--- src/rtl/uart_pkg.sv ---
// uart_pkg: constants and types shared by the UART receive/transmit controllers.
//   UART_DIV_W      - width of the clock-per-bit divisor
//   UART_DATA_W     - width of one UART data byte
//   uart_rx_entry_t - one receive FIFO entry: parity flag plus data byte
package uart_pkg;

    localparam int unsigned UART_DIV_W  = 16;
    localparam int unsigned UART_DATA_W = 8;

    typedef struct packed {
        logic                   perr;
        logic [UART_DATA_W-1:0] data;
    } uart_rx_entry_t;

endpackage

--- src/rtl/uart_sync_fifo.sv ---
// uart_sync_fifo: single-clock FIFO with wrap-bit pointers.
// Ports:
//   clk, rstn    - clock, asynchronous active-low reset
//   push, wdata  - write request and data; accepted when not full, or when full with a
//                  same-cycle accepted pop
//   pop          - read request; ignored when empty
//   rdata        - head entry (combinational)
//   full, empty  - occupancy flags
module uart_sync_fifo #(
    parameter int unsigned DEPTH = 4,
    parameter int unsigned WIDTH = 8
) (
    input  logic             clk,
    input  logic             rstn,
    input  logic             push,
    input  logic [WIDTH-1:0] wdata,
    input  logic             pop,
    output logic [WIDTH-1:0] rdata,
    output logic             full,
    output logic             empty
);

    localparam int unsigned AW = $clog2(DEPTH);
    localparam logic [AW:0] PTR_ONE = 1;

    logic [AW:0]      wptr_q, wptr_d;
    logic [AW:0]      rptr_q, rptr_d;
    logic [WIDTH-1:0] mem_q [DEPTH];
    logic [WIDTH-1:0] mem_d [DEPTH];
    logic             push_ok;
    logic             pop_ok;

    // Wrap bits differ with equal index bits: writer is a full lap ahead.
    assign full    = (wptr_q[AW] != rptr_q[AW]) && (wptr_q[AW-1:0] == rptr_q[AW-1:0]);
    assign empty   = (wptr_q == rptr_q);
    assign pop_ok  = pop && !empty;
    assign push_ok = push && (!full || pop_ok);
    assign rdata   = mem_q[rptr_q[AW-1:0]];

    always_comb begin
        mem_d  = mem_q;
        wptr_d = wptr_q;
        rptr_d = rptr_q;
        if (push_ok) begin
            mem_d[wptr_q[AW-1:0]] = wdata;
            wptr_d                = wptr_q + PTR_ONE;
        end
        if (pop_ok) begin
            rptr_d = rptr_q + PTR_ONE;
        end
    end

    always_ff @(posedge clk or negedge rstn) begin
        if (!rstn) begin
            wptr_q <= '0;
            rptr_q <= '0;
            for (int i = 0; i < int'(DEPTH); i++) begin
                mem_q[i] <= '0;
            end
        end else begin
            wptr_q <= wptr_d;
            rptr_q <= rptr_d;
            mem_q  <= mem_d;
        end
    end

endmodule

--- src/rtl/uart_rx_ctrl.sv ---
// uart_rx_ctrl: receive-side controller for the UART receiver datapath.
// Ports:
//   clk, rstn        - clock, asynchronous active-low reset
//   div              - clk cycles per bit (4..65535), latched while rx_br_en is low
//   rx_br_en         - receiver requests bit strobes for the whole frame
//   rx_busy          - receiver not idle; its falling edge marks end of frame
//   rx_dout          - received byte, valid when rx_busy falls
//   rx_parity_err    - parity flag, valid when rx_busy falls
//   rx_br_stb        - registered one-cycle bit strobe, first one at mid start bit
//   m_valid/m_ready  - host stream handshake on the receive FIFO
//   m_data, m_perr   - head entry byte and parity flag
//   ovr, ovr_clr     - sticky overrun flag and its clear
//   to_irq           - registered idle-timeout interrupt level
module uart_rx_ctrl
    import uart_pkg::*;
#(
    parameter int unsigned FIFO_DEPTH = 4,
    parameter logic [31:0] TO_CYC     = 32'd10000
) (
    input  logic                   clk,
    input  logic                   rstn,
    input  logic [UART_DIV_W-1:0]  div,
    input  logic                   rx_br_en,
    input  logic                   rx_busy,
    input  logic [UART_DATA_W-1:0] rx_dout,
    input  logic                   rx_parity_err,
    output logic                   rx_br_stb,
    output logic                   m_valid,
    input  logic                   m_ready,
    output logic [UART_DATA_W-1:0] m_data,
    output logic                   m_perr,
    output logic                   ovr,
    input  logic                   ovr_clr,
    output logic                   to_irq
);

    localparam logic [UART_DIV_W-1:0] BCNT_ONE = 1;

    logic [UART_DIV_W-1:0] bcnt_q, bcnt_d;
    logic [UART_DIV_W-1:0] div_q, div_d;
    logic                  stb_q, stb_d;
    logic                  busy_q, busy_d;
    logic                  ovr_q, ovr_d;
    logic [31:0]           tcnt_q, tcnt_d;
    logic                  irq_q, irq_d;

    logic                  frame_push;
    logic                  pop;
    logic                  fifo_full;
    logic                  fifo_empty;
    logic                  tcnt_clr;
    uart_rx_entry_t        push_entry;
    uart_rx_entry_t        head_entry;

    // busy_q resets to 0, so a frame cut short by reset can never produce a push.
    assign frame_push = busy_q && !rx_busy;
    assign pop        = m_valid && m_ready;
    assign push_entry = '{perr: rx_parity_err, data: rx_dout};

    uart_sync_fifo #(
        .DEPTH (FIFO_DEPTH),
        .WIDTH ($bits(uart_rx_entry_t))
    ) u_fifo (
        .clk   (clk),
        .rstn  (rstn),
        .push  (frame_push),
        .wdata (push_entry),
        .pop   (pop),
        .rdata (head_entry),
        .full  (fifo_full),
        .empty (fifo_empty)
    );

    assign m_valid   = !fifo_empty;
    assign m_data    = head_entry.data;
    assign m_perr    = head_entry.perr;
    assign rx_br_stb = stb_q;
    assign ovr       = ovr_q;
    assign to_irq    = irq_q;

    // Bit-rate strobe: preload half a bit so the first strobe lands mid start bit.
    always_comb begin
        bcnt_d = bcnt_q;
        div_d  = div_q;
        stb_d  = 1'b0;
        if (!rx_br_en) begin
            bcnt_d = {1'b0, div[UART_DIV_W-1:1]};
            div_d  = div;
        end else if (bcnt_q == BCNT_ONE) begin
            stb_d  = 1'b1;
            bcnt_d = div_q;
        end else begin
            bcnt_d = bcnt_q - BCNT_ONE;
        end
    end

    assign busy_d = rx_busy;

    // A drop happens only when full with no pop; set beats a same-cycle clear.
    always_comb begin
        ovr_d = ovr_q;
        if (frame_push && fifo_full && !pop) begin
            ovr_d = 1'b1;
        end else if (ovr_clr) begin
            ovr_d = 1'b0;
        end
    end

    // Idle timeout: counts only while data waits unread and the link is quiet.
    always_comb begin
        tcnt_clr = frame_push || pop || rx_busy;
        tcnt_d   = tcnt_q;
        if (tcnt_clr) begin
            tcnt_d = '0;
        end else if (m_valid && (tcnt_q != TO_CYC)) begin
            tcnt_d = tcnt_q + 32'd1;
        end
        irq_d = (tcnt_d == TO_CYC) && m_valid && !tcnt_clr;
    end

    always_ff @(posedge clk or negedge rstn) begin
        if (!rstn) begin
            bcnt_q <= '0;
            div_q  <= '0;
            stb_q  <= 1'b0;
            busy_q <= 1'b0;
            ovr_q  <= 1'b0;
            tcnt_q <= '0;
            irq_q  <= 1'b0;
        end else begin
            bcnt_q <= bcnt_d;
            div_q  <= div_d;
            stb_q  <= stb_d;
            busy_q <= busy_d;
            ovr_q  <= ovr_d;
            tcnt_q <= tcnt_d;
            irq_q  <= irq_d;
        end
    end

endmodule

--- config.mk ---
export PLATFORM = sky130hd
export DESIGN_NAME = uart_rx_ctrl
export DESIGN_NICKNAME = d
export VERILOG_FILES = /design/src/rtl/uart_pkg.sv /design/src/rtl/uart_sync_fifo.sv /design/src/rtl/uart_rx_ctrl.sv
export SDC_FILE = /design/constraint.sdc
export NUM_CORES = 1
export LEC_CHECK = 0
export ABC_AREA = 1
export CORE_ASPECT_RATIO = 1.2
export CORE_MARGIN = 5
export CORE_UTILIZATION = 60
export DETAILED_ROUTE_END_ITERATION = 10
export GPL_TIMING_DRIVEN = 0
export PLACE_DENSITY_LB_ADDON = 0.08
export RECOVER_POWER = 25
export SYNTH_ARGS = -nofsm -noshare
export SYNTH_HDL_FRONTEND = slang
export SYNTH_SLANG_ARGS = --single-unit
--- constraint.sdc ---
create_clock -name clk -period 5.1 [get_ports clk]
set_clock_uncertainty 0.15 [all_clocks]
set_input_delay 1.02 -clock clk [delete_from_list [all_inputs] [get_ports clk]]
set_output_delay 1.02 -clock clk [all_outputs]
set_load 0.02 [all_outputs]
# --- Word level (Yosys, flattened, before mapping) ---
# Index checks and enable logic that the tools add are counted.
totals:
  ff_bits: 110
  input_bits: 31
  output_inout_bits: 13
  elab_cells: 62
op_classes:
  add_sub_neg: 4
  n_lt_le_gt_ge: 3
  n_eq_ne: 6
  muxes: 14
  bitwise: 2
  reduce_logical: 20
op_table:
  columns: ["operator", "n"]
  rows:
  - ["32-bit two-way mux", 2]
  - ["36-bit bitwise mux", 1]
  - ["32-bit by 1-bit adder with 32-bit output, second input constant", 1]
  - ["32-bit by 14-bit == test with 1-bit output, second input constant", 1]
  - ["16-bit two-way mux", 2]
  - ["32-bit by 14-bit inequality test with 1-bit output, second input constant", 1]
  - ["9-bit two-way mux", 3]
  - ["9-bit binary-select mux with 2-bit select", 1]
  - ["9-bit demux with 2-bit select", 1]
  - ["16-bit by 1-bit == test with 1-bit output, second input constant", 1]
  - ["16-bit by 1-bit subtractor with 16-bit output, second input constant", 1]
  - ["1-bit logical AND", 11]
  - ["3-bit by 1-bit adder with 3-bit output, second input constant", 2]
  - ["3-bit greater-or-equal comparator, second input constant", 2]
  - ["2-bit inverter with 3-bit output", 2]
  - ["1-bit zero test", 5]
  - ["1-bit two-way mux", 4]
  - ["3-bit == test", 1]
  - ["1-bit logical OR", 3]
  - ["3-bit by 1-bit less-than comparator with 1-bit output, second input constant", 1]
  - ["2-bit == test", 1]
  - ["2-bit nonzero test", 1]
  - ["1-bit inequality test", 1]

# --- Longest topological paths before layout ---
logic_depth:
  ltp_word: 9
  depth_mapped: 18
  ltp_nobuf: 18

# --- By module ---
# Synthesis repeated with hierarchy kept, for this count alone.
unflattened:
  cells_unflattened: 955
  hier_area_um2: 6608.8
by_module_without_submodules:
  columns: ["mod", "instances", "cells_per_inst", "area_each_um2", "seq_area_each_um2"]
  rows:
  - ["uart_rx_ctrl", 1, 696, 4435.5, 1701.6]
  - ["uart_sync_fifo", 1, 259, 2173.3, 1051.0]

# --- Least setup slack after synthesis ---
# No wires, ideal clock.
synth_timing:
  kind: "reg-to-output"
  startpoint: "register u_fifo.rptr_q[0]"
  endpoint: "output m_data[0]"
  t_arrival_ps: 1417
  required_time_ps: 3930
  setup_slack_ps: 2513
  path_stages_with_launch: 6
  n_path_buf: 2
  cell_sequence: "dfrtp_1 clkbuf_1 inv_2 clkbuf_1 nor2_1 o22ai_1"
synth_via:
  elab_chain_len: 4
synth_lines:
  columns: ["element", "line", "rtl"]
  rows:
  - ["start: declaration", "uart_sync_fifo.sv:27", "logic [AW:0] rptr_q, rptr_d;"]
  - ["start signal: assignment", "uart_sync_fifo.sv:62", "rptr_q <= rptr_d;"]
  - ["2-bit inverter with 3-bit output (implied by the code)", "uart_sync_fifo.sv:38", "assign rdata = mem_q[rptr_q[AW-1:0]];"]
  - ["9-bit binary-select mux with 2-bit select", "uart_sync_fifo.sv:38", null]
  - ["9-bit two-way mux (implied by the code) (2 in a row)", "uart_sync_fifo.sv:38", null]
  - ["end: declaration", "uart_rx_ctrl.sv:30", "output logic [UART_DATA_W-1:0] m_data,"]
# Every way passes these cells. The select of a mux whose other input is x is not followed.

# --- Worst setup path in the final report ---
layout_timing:
  startpoint: "register u_fifo.rptr_q[0]"
  endpoint: "output m_data[3]"
# The elaborated chain is that of the path after synthesis.

==> impl_metrics.toml <==
[clock_network]
cts_setup_buffers = 0
cts_max_path_buffers = 2
clock_latency_ns = 0.35
cts.clk_slew.worst_paths_ns = 0.07
cts_hold_buf = 0
numCtsBuffers = 9
cts_tree = "built"
clock-sinks = 110
cts.repair.resized = 0
htreeDepth = 3
cts-root-buf = "clkbuf_16"

[worst_hold_path]
hold_class = "flip-flop to flip-flop"

[cells_and_area]
syn_to_final_growth_pct = 14.4
stdcell_count = 1014
seq_area_um2 = 2750
drive_gt1_share_pct = 11.3
finalNetCount = 920
nFillCells = 853
antenna_cells = 0
multi_input_area_um2 = 3140

[power]
irDropWorstVdd_v = 0.000469
p_leak_nw = 3.39
p_int_mw = 2.04
total_power_mw = 3.25
p_switching_mw = 1.21
swShare_pct = 37.1
comb_power_share_pct = 40.4
pwr-share-clk_pct = 22.1
pwr-share-seq_pct = 37.4
power_density_nw_per_um2 = 445

[route]
wl_met3_um = 491
postRouteAntennaNets = 0
wl_met2_mm = 8.29
wl_mm = 16.0
drt-initial-drc-count = 271
drc = 0
firstDrtPassIters = 4
post_drt_wl_per_cell_um = 15.8
m1WireLength_mm = 6.54
viasPerCell = 5.48
dr.max_layer_used = "met4"
vias = 5559

[global_route]
grt_pass1_vias = 5690
antenna_found_initial = 0
grt_pass1_wl_mm = 27.1
grt_max_degree = 66
overflow = 0
track_usage_pct = 26.4

[placement]
dp_slack_ns = 1.61
gp_congestion = 0.980
place_inst = 998
hpwl_mm = 12.0
numPortBuffers = 43

[timing]
hold_viol = 0
finalWorstSetupSlack_ns = 1.24
period_needed_ns = 3.86
rsz0062_at_grt = "no"
slew_viol_final = 46
report.final.setup_viol = 0
fin_crit_sh_pct = 75.8
max_slew_margin_pct = -69.8
tightest_slew_ns = 2.55
fmax_mhz = 259

[run_status]
status = "finished, violations left"
violations = "max-capacitance violations, max-slew violations"

[logic_synthesis]
yosys_warnings = 0
synth-seq-cells = 110
ys_seq_area_share_pct = 43.1
synth.avg_cell_area_um2 = 7.74
synth_edf_count = 0
synth_cells = 825
syn_nets = 865
synthArstFlopShare_pct = 100
ys_types = 43
syn_area_um2 = 6390
synth_flop_cell = "dfrtp_1"

[setup_path]
criticalPathCategory = "flip-flop to primary output"
critPathRequiredTime_ns = 3.93
start_kind = "flip-flop"
arrival_ns = 2.69
cp_max_fo = 10
endpoint_kind = "primary output"
rrSetupSlack_ns = 2.53

[floorplanning]
fp.coreArea_um2 = 10500
die_y_um = 123
die_w_um = 104
num_io_pins = 44
dieArea_um2 = 12800
initial_core_util_pct = 61.0
rows = 41

[flow_run]
drv_cap = 1
==> synth_stat cells, types with 2 or more instances <==
cell type    n  area share [%]
o22ai_1      9            0.88
nand2_1    238              14
dfrtp_1    110              43
o211ai_1     4            0.47
inv_1       91             5.3
nand3b_1     5            0.59
nand3_1     41             3.2
buf_4        4            0.47
a32o_1       2            0.31
o21ai_0     41             3.2
nand3_2      6            0.94
clkbuf_1     8            0.47
buf_6        4            0.71
xnor2_1     11             1.5
nor2_2      15             1.5
nand2_2      4            0.39
a21oi_1     17             1.3
nor2_1     109             6.4
mux2_2      36             6.3
nor3_2       2            0.31
nor3_1       4            0.31
xor2_1      15             2.1
inv_2        6            0.35
ha_1         9             1.8
o21ai_1      5            0.39
o221ai_1     4            0.55
nand4_1      9            0.88
==> flip-flops by register name, indices dropped and copies added, names as in the netlist, 3 cells and up <==
name and cells:
u_fifo.rptr_q 3, tcnt_q 32, u_fifo.mem_q 36, div_q 16, bcnt_q 16, u_fifo.wptr_q 3
==> placed cells by master (no fill, tap or decap), drive strengths merged <==
master | netlist | layout
o21ai | 46 | 46
a21oi | 18 | 18
dlygate4sd3 | 0 | 1
dfrtp | 110 | 110
o32ai | 1 | 1
o221ai | 4 | 4
o21a | 1 | 1
clkinv | 0 | 2
o31ai | 1 | 1
nand3 | 47 | 47
mux2 | 36 | 36
bufinv | 0 | 1
a22oi | 1 | 1
nor4 | 1 | 1
a32o | 2 | 2
clkinvlp | 0 | 1
nand3b | 5 | 5
nand4 | 9 | 9
or2 | 1 | 1
a21boi | 1 | 1
clkdlybuf4s50 | 0 | 41
a22o | 1 | 1
o311ai | 1 | 1
nand2 | 244 | 244
nor2 | 125 | 125
nor3 | 6 | 6
clkbuf | 8 | 19
xnor2 | 11 | 11
o211ai | 4 | 4
inv | 97 | 99
ha | 9 | 9
xor2 | 15 | 15
buf | 11 | 12
o22ai | 9 | 9
==> cells by family (layout without fill, tap and decap cells) <==
kind of cell	after synthesis	after routing	synth area share, %
buffers and inverters	116	176	7.72
flip-flops	110	110	43.1
AND/OR/NAND/NOR	438	438	29.4
multiplexers	36	36	6.35
XOR/XNOR	26	26	3.56
adder cells (fa/ha/maj)	9	9	1.76
AO/OA/AOI/OAI	90	90	8.17
==> area by class of cell <==
class | instances | share of cell area (%)
Buffer | 19 | 1.76
Clock buffer | 10 | 3.27
Clock inverter | 6 | 0.924
Inverter | 97 | 4.98
Multi-Input combinational cell | 599 | 43.0
Sequential cell | 110 | 37.7
Tap cell | 129 | 2.21
Timing Repair Buffer | 44 | 6.18
==> per-stage QoR <==
stage | hold WS, ns | cell area [µm²] | util [%] | setup TNS [ns]
floorplan | 0.293 | 6390 | - | 0
global placement | 0.314 | 6980 | 66.7 | -128.59
detailed placement | 0.315 | 7010 | 66.9 | 0
CTS | 0.336 | 7310 | 69.9 | 0
global route | 0.360 | 7310 | 69.8 | 0
finish | 0.331 | 7310 | 69.8 | 0
==> critical path, stage by stage, from the launching register on <==
cell and delay (ns):
dfrtp_1 0.42, clkbuf_1 0.25, inv_2 0.23, clkbuf_1 0.48
nor2_1 0.08, o22ai_1 0.24, clkdlybuf4s50_1 0.65
==> final timing paths <==
path / endpoint / depth (start not counted) / start
max in group asynchronous: u_fifo.mem_q[34]$_DFFE_PN0P_ / 1 / rstn
worst min register to register: div_q[9]$_DFFE_PN0N_ / 2 / div_q[9]$_DFFE_PN0N_
worst max-delay path: m_data[3] / 6 / u_fifo.rptr_q[0]$_DFFE_PN0P_
worst max register to register: to_irq$_DFF_PN0_ / 13 / tcnt_q[1]$_DFF_PN0_
worst min-delay path: div_q[9]$_DFFE_PN0N_ / 2 / div_q[9]$_DFFE_PN0N_
min in group asynchronous: tcnt_q[19]$_DFF_PN0_ / 1 / rstn
==> metal layers <==
layer	track usage, %	up-vias
li1	-	2749
met1	31.0	2656
met2	47.0	112
met3	4.44	42
met4	13.4	0
met5	0	-
==> power groups by stage <==
stage	registers, mW	logic [mW]	clock network (mW)
floorplan	1.19	0.891	0
global placement	1.21	1.27	0
detailed placement	1.23	1.31	0
CTS	1.21	1.32	0.733
global route	1.24	1.44	0.775
finish	1.22	1.31	0.719
Note: power is estimated with default switching activity, not from simulation.
